File: src/rtl/irq_request_latch.sv
// Interrupt request front end: synchronizes and edge-detects four request lines into sticky
// pending bits, feeds them to the priority encoder and serves one request at a time by valid/ack.
// Optional IRQ_MASK_EN adds an irq_mask input that hides pending lines from the encoder.
module irq_request_latch #(
    parameter int unsigned SYNC_STAGES = 2
) (
    input  logic       clk,
    input  logic       rst,
    input  logic [3:0] req_in,
    output logic [3:0] pend_out,
    input  logic [1:0] enc_id,
    input  logic       enc_valid,
    output logic       svc_valid,
    output logic [1:0] svc_id,
    input  logic       svc_ack,
    output logic [3:0] ovf,
    input  logic [3:0] ovf_clr
`ifdef IRQ_MASK_EN
    ,
    input  logic [3:0] irq_mask
`endif
);

    localparam int unsigned NUM_LINES = 4;
    localparam int unsigned ID_W      = 2;

    typedef enum logic {
        IDLE    = 1'b0,
        PRESENT = 1'b1
    } state_t;

    logic [NUM_LINES-1:0] sync_q [SYNC_STAGES];
    logic [NUM_LINES-1:0] hist_q;
    logic [NUM_LINES-1:0] rise;
    logic [NUM_LINES-1:0] clr;
    logic [NUM_LINES-1:0] pend_q;
    logic [NUM_LINES-1:0] ovf_q;

    state_t          state_q, state_d;
    logic [ID_W-1:0] svc_id_q, svc_id_d;
    logic            svc_valid_q, svc_valid_d;

    // Synchronizer chain plus one history stage for rising-edge detection
    always_ff @(posedge clk) begin
        if (rst) begin
            for (int unsigned s = 0; s < SYNC_STAGES; s++) begin
                sync_q[s] <= '0;
            end
            hist_q <= '0;
        end else begin
            sync_q[0] <= req_in;
            for (int unsigned s = 1; s < SYNC_STAGES; s++) begin
                sync_q[s] <= sync_q[s-1];
            end
            hist_q <= sync_q[SYNC_STAGES-1];
        end
    end

    assign rise = sync_q[SYNC_STAGES-1] & ~hist_q;

    // Acknowledge clears only the line currently being presented
    always_comb begin
        clr = '0;
        if ((state_q == PRESENT) && svc_ack) begin
            clr[svc_id_q] = 1'b1;
        end
    end

    // A new edge beats a same-cycle clear or ovf_clr on the same line
    always_ff @(posedge clk) begin
        if (rst) begin
            pend_q <= '0;
            ovf_q  <= '0;
        end else begin
            pend_q <= (pend_q & ~clr) | rise;
            ovf_q  <= (ovf_q & ~ovf_clr) | (rise & pend_q & ~clr);
        end
    end

`ifdef IRQ_MASK_EN
    assign pend_out = pend_q & ~irq_mask;
`else
    assign pend_out = pend_q;
`endif

    always_ff @(posedge clk) begin
        if (rst) begin
            state_q     <= IDLE;
            svc_id_q    <= '0;
            svc_valid_q <= 1'b0;
        end else begin
            state_q     <= state_d;
            svc_id_q    <= svc_id_d;
            svc_valid_q <= svc_valid_d;
        end
    end

    // Present one request at a time; no preemption while waiting for ack
    always_comb begin
        state_d     = state_q;
        svc_id_d    = svc_id_q;
        svc_valid_d = 1'b0;
        case (state_q)
            IDLE: begin
                if (enc_valid) begin
                    state_d     = PRESENT;
                    svc_id_d    = enc_id;
                    svc_valid_d = 1'b1;
                end
            end
            PRESENT: begin
                svc_valid_d = 1'b1;
                if (svc_ack) begin
                    state_d     = IDLE;
                    svc_valid_d = 1'b0;
                end
            end
            default: begin
                state_d = IDLE;
            end
        endcase
    end

    assign svc_valid = svc_valid_q;
    assign svc_id    = svc_id_q;
    assign ovf       = ovf_q;

endmodule

File: config.mk
export PLATFORM = sky130hd
export DESIGN_NAME = irq_request_latch
export DESIGN_NICKNAME = d
export VERILOG_FILES = /design/src/rtl/irq_request_latch.sv
export SDC_FILE = /design/constraint.sdc
export NUM_CORES = 1
export LEC_CHECK = 0
export CAP_MARGIN = 15
export CORE_AREA = 3 3 45 47
export DETAILED_ROUTE_END_ITERATION = 6
export DIE_AREA = 0 0 48 50
export PLACE_DENSITY = 0.79
export SLEW_MARGIN = 20
export SYNTH_ARGS = -nofsm -noshare
export SYNTH_HDL_FRONTEND = slang
export SYNTH_SLANG_ARGS = --single-unit
File: constraint.sdc
create_clock -name clk -period 1.6 [get_ports clk]
set_input_delay 0.16 -clock clk [delete_from_list [all_inputs] [get_ports clk]]
set_output_delay 0.16 -clock clk [all_outputs]
set_load 0.02 [all_outputs]
==> Word-level counts from Yosys, hierarchy flattened <==
Memories as Yosys holds them, arrays and structs flattened.
Index checks and enable logic that the tools add are counted.
{ "classes": {"reduce_logical": 3, "muxes": 11, "magnitude_cmp": 2, "n_bitwise": 13} }
{ "ops": {"columns": ["cell", "n"], "rows": [
  ["AND 4 bit", 5],
  ["2-to-1 mux 4 bit", 3],
  ["NOT 4 bit", 3],
  ["bitwise OR 4 bit", 2],
  ["2-to-1 mux 1 bit", 6],
  ["< comparator 2 x 3 -> 1 bit (second input constant)", 1],
  ["demux 1 bit (select 2 bit)", 1],
  [">= comparator 2 x 1 -> 1 bit (second input constant)", 1],
  ["logical AND 1 bit", 2],
  ["bitwise OR 1 bit", 2],
  ["one-hot mux 1 bit (2 select lines)", 1],
  ["AND reduction 2 bit", 1],
  ["NOT 1 bit", 1]
]} }
{ "totals": {"output_inout_bits": 11, "mem_count": 1, "ram_bits": 8, "ff_bits": 15, "elab_cells": 35} }
{ "memory_table": {"columns": ["name", "depth", "word_bits", "read_ports", "rd_clocked_by_memory_dff", "wr", "line", "text"], "rows": [
  ["sync_q", 2, 4, 2, 0, 2, "32", "logic [NUM_LINES-1:0] sync_q [SYNC_STAGES];"]
]} }

==> Longest topological paths before layout <==
{ "logic_depth": {"ltp_word": 8, "ltp_mapped": 4, "mapped_depth_nobuf": 3} }

==> Worst setup path after synthesis <==
Ideal clock, no wire load.
{ "synth_timing": {"path_kind": "flip-flop to flip-flop", "startpoint": "register svc_valid (netlist name)", "endpoint": "register pend_q[0], in the netlist pend_out[0]", "slack_ns": 0.555, "t_arrival_ns": 0.916, "stages_incl_launch_ff": 4, "setup_ns": 0.129, "synth_period_minus_slack_ns": 1.045, "cell_sequence": "dfxtp_1 > nand2_2 > o311ai_2 > o21ai_1"} }
{ "synth_lines": {"columns": ["item", "line", "text"], "rows": [
  ["to (signal assigned)", "75", "pend_q <= (pend_q & ~clr) | rise;"],
  ["to (decl)", "36", "logic [NUM_LINES-1:0] pend_q;"]
]} }

==> Worst setup path after layout <==
{ "layout_timing": {"startpoint": "register pend_q[1], in the netlist pend_out[1]", "endpoint": "output port pend_out[1]"} }
{ "layout_lines": {"columns": ["item", "line", "text"], "rows": [
  ["to (decl)", "10", "output logic [3:0] pend_out,"]
]} }
No word-level cell between the ends.

==> results.md <==
* Critical path fanouts, max at 2
* Crit Path Class: reg2out
* Worst-path cell chain: clkdlybuf4s50_1
* VDD IR max at 0.6168 mV
* Commonest non-fill, non-tap cell in the layout: dfxtp_1
* Placed Area at 1030 um2
* WL per Instance at 11.28 um
* Hold crit path type: in2reg
* Slowest stage cell, crit path: clkdlybuf4s50_1
* Multi-input gate area at 274.0 um2
* Pins Over Slew Limit at 0
* Critical Path Source Type: flip-flop
* Post-CTS Resized at 0
* Largest family of logic cells by synthesized area: simple AND/OR/NAND/NOR gates
* Storage cell area at 460.4 um2
* Mapped Nets at 87
* First-pass GRT wire length at 2.318 mm
* Post-synthesis cell area at 760.7 um2
* I/O pins at 25
* Routed vias at 584
* Element type at the critical path end: output pin
* WP data arrival at 1.29 ns
* Antenna violations before repair at 0
* Die width at 48 um
* CTS tree: built
* Seq/Total Area, Yosys at 0.6053
* Simple-Gate Fraction of Synth Area at 0.2122
* Tcrit/Tclk final at 0.9068
* RSZ-0062 raised after global routing: no
* Post-synthesis mux area share at 0.02632
* Final instance area at 1064 um2
* Post-synthesis adder-cell area fraction at 0
* Synth Register Bits at 23
* Setup-violating endpoint count in the final report at 0
* Htree depth at 1
* Vias/cell at 4.908
* FP Rows at 15
* # nets final at 117
* Antenna-violating nets left at 0
* Share of cells above drive strength 1 at 0.1176
* Max Cap Violations at 0
* Post-route clock skew at 0.005587 ns
* CTS Buf Count at 3
* Post-Syn Area per Cell at 10.42 um2
* Slowest stage delay, CP at 0.61 ns
* Delay-heaviest family, CP: buffers and inverters
* Unique cell type count in the Yosys netlist at 16
* Critical Path Stages at 1
* Area growth, synth to finish at 39.80%
* P_leak at 0.0004418 uW
* Hold path depth at 2
* Vias in the first global route at 579
* GR Util All Layers at 0.1427
* Final Util at 0.6296
* Layout filler cell count at 150
* Vert. Die Dim at 50 um
* CTS root buf: clkbuf_4
* Synth Warn # at 0
* Final WL at 1.342 mm
* Largest net degree at the start of global routing at 13
* Grt total ovfl at 0
* PD cells at 931.4 nW/um2
* CTS clk-pin slew, worst paths at 0.12 ns
* Initial DRC count at 6
* Final hold violations at 0
* Die area at 2400 um2
* XOR/XNOR Fraction of Synth Area at 0
* CP Data Required Time at 1.44 ns
* Pre-antenna DRT Iters at 3
* CTS sink count at 23
* Input/output buffers at 24
* Slew @ Worst Pin at 0.2617 ns
* Core ar. at 1689 um2
* Clock tree buffer depth at 2
* Post-CTS Hold Fix Bufs at 0
* Number of remaining DRC errors at 0
* Synth Area in Compound Gates at 0.1217
* Worst Path Buf+Inv at 1
* Min cycle time layout at 1.451 ns
* Initial Util at 0.4504
* Placer Congestion at 0.8375
* Most frequent cells in the layout: dfxtp_1, clkdlybuf4s50_1, nor2b_1
* Hpwl dp at 1.071 mm
* Clock latency on the worst-skew pair at 0.30 ns
* Diodes inserted at 0
* Max-slew headroom at 0.8253
* Worst Reg-to-Reg Cells at 3
* Setup total negative slack at 0 ns
* Syn Inst Count at 73
* Max Freq at 689.2 MHz
* Setup Fix Bufs, Post-CTS at 0
* Outcome: finished, final reports clean
## worst register-to-register path, stage by stage (launching register included)
cell,delay (ns)
dfxtp_1,0.45
nand3_1,0.14
o211ai_1,0.22
o21ai_1,0.10
## synth_stat cells (all sizes together)
cell / count / share of area
nand3: 1 / 0.0066
nor2: 7 / 0.035
nand2b: 4 / 0.033
dfxtp: 23 / 0.61
mux2i: 2 / 0.026
buf: 2 / 0.020
o311ai: 2 / 0.043
inv: 3 / 0.015
nand2: 5 / 0.028
o211ai: 2 / 0.020
a21oi: 1 / 0.0066
o21ai: 8 / 0.053
nor2b: 13 / 0.11
## report_power, final
part | leakage (uW) | switching (uW) | internal (uW) | total (uW)
clock | 0.0000150 | 161 | 97.3 | 258
combinational | 0.000238 | 50.7 | 70.2 | 121
sequential | 0.000189 | 14.9 | 596 | 611
total | 0.000442 | 227 | 764 | 991
## metal layers
layer	part of all wire	wire (um)	up-vias	global-route usage
li1	-	-	301	-
met1	0.44	587	259	0.1622
met4	0.024	32	0	0.1076
met3	0.072	97	4	0.04745
met5	0	0	-	0
met2	0.47	625	20	0.2093
## stage by stage
stage,hold WS (ns),std cells,setup slack (ns),total power (uW)
4_1_cts,0.3922,119,0.02460,1005
2_1_floorplan,0.2316,73,0.5550,679.1
5_1_grt,0.4017,119,0.07410,1048
6_report,0.3980,119,0.1491,990.6
3_5_place_dp,0.4292,115,0.3396,748.3
3_3_place_gp,0.4170,115,0.3617,745.1
## worst paths after layout
kind	startpoint	endpoint	slack [ns]
setup / recovery	pend_out[1]$_SDFF_PP0_	pend_out[1]	0.15
hold / removal	req_in[3]	sync_q[0][3]$_SDFF_PP0_	0.40
setup reg to reg	svc_id[1]$_SDFFE_PP0P_	ovf[3]$_SDFF_PP0_	0.59
hold reg to reg	sync_q[0][1]$_SDFF_PP0_	sync_q[0][5]$_SDFF_PP0_	0.45
## cell type report
class | instances | area share
tap | 17 | 0.02000
clock buffer | 4 | 0.02471
timing repair buffer | 27 | 0.2541
inverter | 3 | 0.01059
multi-input combinational | 45 | 0.2576
sequential | 23 | 0.4329
## logic make-up (layout without fill, tap and decap cells)
group	after synthesis	in the layout
AND/OR/NAND/NOR	30	30
buffers and inverters	5	34
flip-flops	23	23
multiplexers	2	2
AO/OA/AOI/OAI	13	13
## sequential cells by signal (all words and copies together), names as in the netlist
name / cells
hist_q: 4
ovf: 4
pend_out: 4
svc_id: 2
svc_valid: 1
sync_q: 8
Note: power is estimated with default switching activity, not from simulation.
